### config.mk
export PLATFORM = sky130hd
export DESIGN_NAME = ser2par_deser
export DESIGN_NICKNAME = d
export VERILOG_FILES = /design/src/rtl/ser2par_deser.sv
export SDC_FILE = /design/constraint.sdc
export NUM_CORES = 1
export LEC_CHECK = 0
export CAP_MARGIN = 40
export CORE_MARGIN = 10
export CORE_UTILIZATION = 49
export CTS_CLUSTER_SIZE = 28
export DETAILED_ROUTE_END_ITERATION = 12
export PLACE_DENSITY = 0.87
export SLEW_MARGIN = 20
export SYNTH_ARGS = -nofsm -noshare
export SYNTH_HDL_FRONTEND = slang
export SYNTH_SLANG_ARGS = --single-unit
### constraint.sdc
create_clock -name clk -period 1.95 [get_ports clk]
set_input_delay 0.585 -clock clk [delete_from_list [all_inputs] [get_ports clk]]
set_output_delay 0.585 -clock clk [all_outputs]
set_load 0.01 [all_outputs]
### src/rtl/ser2par_deser.sv
`default_nettype none
// ============================================================================
// Module   : ser2par_deser
// Purpose  : Serial-to-parallel deserializer. It packs WIDTH-bit words and
//            holds them in a one-word valid/ready buffer. It flags framing
//            (sync) errors and dropped words (overrun).
// Revision : 1.0 - initial release
// ============================================================================
module ser2par_deser #(
  parameter int WIDTH     = 8,
  parameter bit MSB_FIRST = 1'b1
) (
  input  logic                       clk,
  input  logic                       rst,
  input  logic                       s_in,
  input  logic                       s_valid,
  input  logic                       s_first,
  output logic [WIDTH-1:0]           p_data,
  output logic                       p_valid,
  input  logic                       p_ready,
  output logic [$clog2(WIDTH+1)-1:0] bit_cnt,
  output logic                       sync_err,
  output logic                       overrun
);

  localparam int c_CNT_W = $clog2(WIDTH+1);

  typedef enum logic [0:0] {
    IDLE    = 1'b0,
    COLLECT = 1'b1
  } state_t;

  state_t             r_state, w_state_nxt;
  logic [WIDTH-1:0]   r_shift, w_shift_nxt;
  logic [WIDTH-1:0]   w_word;
  logic [c_CNT_W-1:0] r_cnt, w_cnt_nxt;
  logic [c_CNT_W-1:0] w_idx;
  logic [WIDTH-1:0]   r_pdata, w_pdata_nxt;
  logic               r_pvalid, w_pvalid_nxt;
  logic               r_sync_err, w_sync_nxt;
  logic               r_overrun, w_overrun_nxt;
  logic               w_restart;
  logic               w_complete;

  always_ff @(posedge clk) begin
    if (rst) begin
      r_state    <= IDLE;
      r_shift    <= '0;
      r_cnt      <= '0;
      r_pdata    <= '0;
      r_pvalid   <= 1'b0;
      r_sync_err <= 1'b0;
      r_overrun  <= 1'b0;
    end else begin
      r_state    <= w_state_nxt;
      r_shift    <= w_shift_nxt;
      r_cnt      <= w_cnt_nxt;
      r_pdata    <= w_pdata_nxt;
      r_pvalid   <= w_pvalid_nxt;
      r_sync_err <= w_sync_nxt;
      r_overrun  <= w_overrun_nxt;
    end
  end

  always_comb begin
    w_state_nxt   = r_state;
    w_shift_nxt   = r_shift;
    w_cnt_nxt     = r_cnt;
    w_pdata_nxt   = r_pdata;
    w_pvalid_nxt  = r_pvalid;
    w_overrun_nxt = r_overrun;
    w_sync_nxt    = 1'b0;
    w_complete    = 1'b0;

    // A bit accepted in IDLE, or with s_first, starts a fresh word at position 0.
    w_restart = (r_state == IDLE) || s_first;
    w_idx     = w_restart ? '0 : r_cnt;
    w_word    = w_restart ? '0 : r_shift;
    for (int i = 0; i < WIDTH; i++) begin
      if (MSB_FIRST ? (i == WIDTH - 1 - int'(w_idx)) : (i == int'(w_idx)))
        w_word[i] = s_in;
    end

    if (s_valid) begin
      w_sync_nxt = s_first && (r_state == COLLECT);
      if (!w_restart && (r_cnt == c_CNT_W'(WIDTH - 1))) begin
        w_complete  = 1'b1;
        w_shift_nxt = '0;
        w_cnt_nxt   = '0;
        w_state_nxt = IDLE;
      end else begin
        w_shift_nxt = w_word;
        w_cnt_nxt   = w_idx + 1'b1;
        w_state_nxt = COLLECT;
      end
    end

    // Holding register: a word consumed on this edge frees the slot for the new one.
    if (w_complete) begin
      if (!r_pvalid || p_ready) begin
        w_pdata_nxt  = w_word;
        w_pvalid_nxt = 1'b1;
      end else begin
        w_overrun_nxt = 1'b1;
      end
    end else if (r_pvalid && p_ready) begin
      w_pvalid_nxt = 1'b0;
    end
  end

  assign p_data   = r_pdata;
  assign p_valid  = r_pvalid;
  assign bit_cnt  = r_cnt;
  assign sync_err = r_sync_err;
  assign overrun  = r_overrun;

endmodule
`default_nettype wire

==> results of run 1 <==
[metrics by stage]
stage          util (%)  power, uW  instances  setup slack, ns  TNS [ns]
2_1_floorplan         -        528        113            0.409         0
3_3_place_gp       66.9        559        160          -0.0577    -0.368
3_5_place_dp       66.9        562        160           -0.121     -1.09
4_1_cts            68.3        787        164           0.0950         0
5_1_grt            68.3        805        164           0.0610         0
6_report           68.3        776        164            0.118         0
[routing by layer]
layer | up-vias | wire length [um] | global-route usage (%) | share of wire [%]
met1 | 431 | 1030 | 12.8 | 43
met3 | 5 | 208 | 5.02 | 8.6
li1 | 449 | - | - | -
met2 | 22 | 1140 | 19.1 | 47
met5 | - | 0 | 0 | 0
met4 | 0 | 41 | 4.87 | 1.7
[final cells by class]
class / count / area, sq um / share of cell area, %
multi-input cells: 80 / 562 / 40.7
clock buffers: 3 / 22.5 / 1.63
flip-flops and latches: 23 / 460 / 33.4
clock inverters: 1 / 5.00 / 0.363
inverters: 1 / 3.75 / 0.272
repair buffers: 29 / 293 / 21.2
well taps: 27 / 33.8 / 2.45
[registers in the layout, indices dropped and copies added, names as in the netlist]
name      flops
bit_cnt       4
overrun       1
p_data        8
p_valid       1
r_shift       7
r_state       1
sync_err      1
[power groups by stage]
| stage | clock network [uW] | registers (uW) | logic, uW |
|---|---|---|---|
| floorplan | 0 | 492 | 36.6 |
| global placement | 0 | 489 | 70.5 |
| detailed placement | 0 | 489 | 73.0 |
| CTS | 235 | 479 | 73.6 |
| global route | 246 | 479 | 80.1 |
| finish | 225 | 478 | 73.2 |
[worst max-delay path by stage]
stage | slack (ns) | startpoint | endpoint | cells after the start
2_1_floorplan | 0.41 | s_first | p_data[4]$_SDFFE_PP0P_ | 5
3_3_place_gp | -0.06 | s_first | p_data[0]$_SDFFE_PP0P_ | 6
3_5_place_dp | -0.12 | s_first | p_data[0]$_SDFFE_PP0P_ | 6
4_1_cts | 0.09 | p_data[4]$_SDFFE_PP0P_ | p_data[4] | 1
5_1_grt | 0.06 | p_data[6]$_SDFFE_PP0P_ | p_data[6] | 1
6_report | 0.12 | p_data[4]$_SDFFE_PP0P_ | p_data[4] | 1
[placed cells by master, fill, tap and decap left out, drive strengths merged, types with 2 or more instances in the layout]
cell type	count
a211oi	7
a21oi	4
and4bb	2
buf	9
clkbuf	3
clkdlybuf4s50	20
dfxtp	23
mux2i	8
nand2	9
nand2b	3
nor2	17
nor2b	3
nor3	5
nor3b	2
nor4b	3
o21ai	9
[kinds of logic after synthesis]
| group | Yosys count | share of synthesized area [%] |
|---|---|---|
| compound gates | 23 | 15.3 |
| buf+inv | 10 | 5.22 |
| flops | 23 | 42.7 |
| mux | 8 | 7.42 |
| simple gates | 49 | 29.4 |
[tightest hold or removal path: stages, from the launching register on]
cell	delay, ns
dfxtp_1	0.35
nand2_1	0.04
o21ai_0	0.05
==> flow_metrics.env, run 1 <==
export IMPL_max_stage_delay_ns=0.55
export IMPL_antenna_cells=0
export IMPL_synth_most_common_cell="dfxtp_1"
export IMPL_synth_area_sq_um=1080
export IMPL_p_sw_uw=190
export IMPL_tritoncts="yes"
export IMPL_leakagePower_uw=0.000502
export IMPL_critical_path_max_fanout=2
export IMPL_initial_core_util_pct=53.3
export IMPL_cts_sinks=23
export IMPL_numPortBuffers=20
export IMPL_synth_fp_nets=119
export IMPL_core_sq_um=2020
export IMPL_max_slew_margin_pct=73.3
export IMPL_crit_slowest_cell="clkdlybuf4s50_1"
export IMPL_clock_latency_ns=0.32
export IMPL_cts_path_max_buffers=2
export IMPL_rr_endpoint="p_data[0]$_SDFFE_PP0P_"
export IMPL_antenna_found_initial=0
export IMPL_p_comb_share_pct=9.4
export IMPL_postSynthAreaPerCell_sq_um=9.54
export IMPL_wire_per_inst_um=14.8
export IMPL_routed_wl_um=2420
export IMPL_cts_buffers=3
export IMPL_min_to="r_shift[4]$_SDFFE_PP0P_"
export IMPL_r2r_slack_ns=0.50
export IMPL_fin_crit_sh_pct=93.9
export IMPL_hold_worst_slack_ns=0.471
export IMPL_synth_area_leaders="dfxtp_1 43%, mux2i_1 7.4%, nor2_1 4.9%, nor4b_2 4.2%, o21ai_0 3.7%"
export IMPL_status="finished clean"
export IMPL_p_sw_share_pct=24.4
export IMPL_ant_nets=0
export IMPL_hold_path_class="flip-flop to flip-flop"
export IMPL_first_global_vias=934
export IMPL_die_w_um=66.9
export IMPL_cp_end_kind="primary output"
export IMPL_reg2regPathDepth=6
export IMPL_ir_drop_mv=0.535
export IMPL_drt_iter0_drc=39
export IMPL_grt_overflow=0
export IMPL_num_rows=16
export IMPL_crit_required_ns=1.36
export IMPL_grt_max_degree=20
export IMPL_ys_seq_area_share_pct=42.7
export IMPL_synth_largest_area_cell="dfxtp_1"
export IMPL_synth_common_cells="23 x dfxtp_1, 14 x nor2_1, 9 x nand2_1"
export IMPL_power_internal_uw=587
export IMPL_holdBufCountCts=0
export IMPL_arrival_ns=1.25
export IMPL_drcViolationCount=0
export IMPL_pwr_share_clk_pct=28.9
export IMPL_cp_cell_sequence="clkdlybuf4s50_1"
export IMPL_tightest_slew_ns=0.398
export IMPL_synth_distinct_cells=31
export IMPL_hold_viol=0
export IMPL_grt_usage_pct=11.6
export IMPL_dr_pass1_iters=4
export IMPL_grt_setup_unrepaired="no"
export IMPL_place_hpwl_um=1730
export IMPL_min_path_cells=2
export IMPL_synth_ff_type="dfxtp_1"
export IMPL_die_y_um=66.9
export IMPL_root_buffer="clkbuf_4"
export IMPL_htreeDepth=1
export IMPL_power_density_nw_per_um2=562
export IMPL_setup_violations_final=0
export IMPL_max_clock_freq_mhz=546
export IMPL_place_gp_congestion=0.769
export IMPL_crit_type="flip-flop to primary output"
export IMPL_drv_slew=0
export IMPL_synthDominantCellAreaShare_pct=42.7
export IMPL_nets=144
export IMPL_final_cell_area_sq_um=1380
export IMPL_path_delay_family="buffers and inverters"
export IMPL_yosysWarningCount=0
export IMPL_synthArstFlopShare_pct=0
export IMPL_r2r_start="bit_cnt[3]$_SDFFE_PP0P_"
export IMPL_viasPerCell=5.53
export IMPL_fillers=173
export IMPL_area_delta_synth_final_pct=28.0
export IMPL_path_buf_inv=1
export IMPL_netlist_instances=113
export IMPL_die_area_sq_um=4480
export IMPL_synth_edf_count=0
export IMPL_power_frac_seq_pct=61.6
export IMPL_min_from="r_shift[4]$_SDFFE_PP0P_"
export IMPL_num_vias=907
export IMPL_place_area_sq_um=1350
export IMPL_drive_above_1_share_pct=19.0
export IMPL_cts_reportedPaths_clkPinSlew_ns=0.13
export IMPL_io_pins=21
export IMPL_clock_skew_final_ns=0.00340
export IMPL_grt_pass1_wl_um=4190
export IMPL_post_cts_resized=0
export IMPL_ys_ff_latch=23
export IMPL_post_route_min_period_ns=1.83
export IMPL_cap_violations=0
export IMPL_post_cts_repair_setup_buffers=0
export IMPL_critPathLaunchType="flip-flop"
Note: power is estimated with default switching activity, not from simulation.
==> run 2: changes to the inputs <==
--- a/config.mk
+++ b/config.mk
@@ -8,9 +8,9 @@
 export CAP_MARGIN = 40
 export CORE_MARGIN = 10
 export CORE_UTILIZATION = 49
-export CTS_CLUSTER_SIZE = 28
 export DETAILED_ROUTE_END_ITERATION = 12
 export PLACE_DENSITY = 0.87
+export SKIP_LAST_GASP = 1
 export SLEW_MARGIN = 20
 export SYNTH_ARGS = -nofsm -noshare
 export SYNTH_HDL_FRONTEND = slang
==> results of run 2 <==
The final DEF is identical to that of run 1; final timing and power are the same.
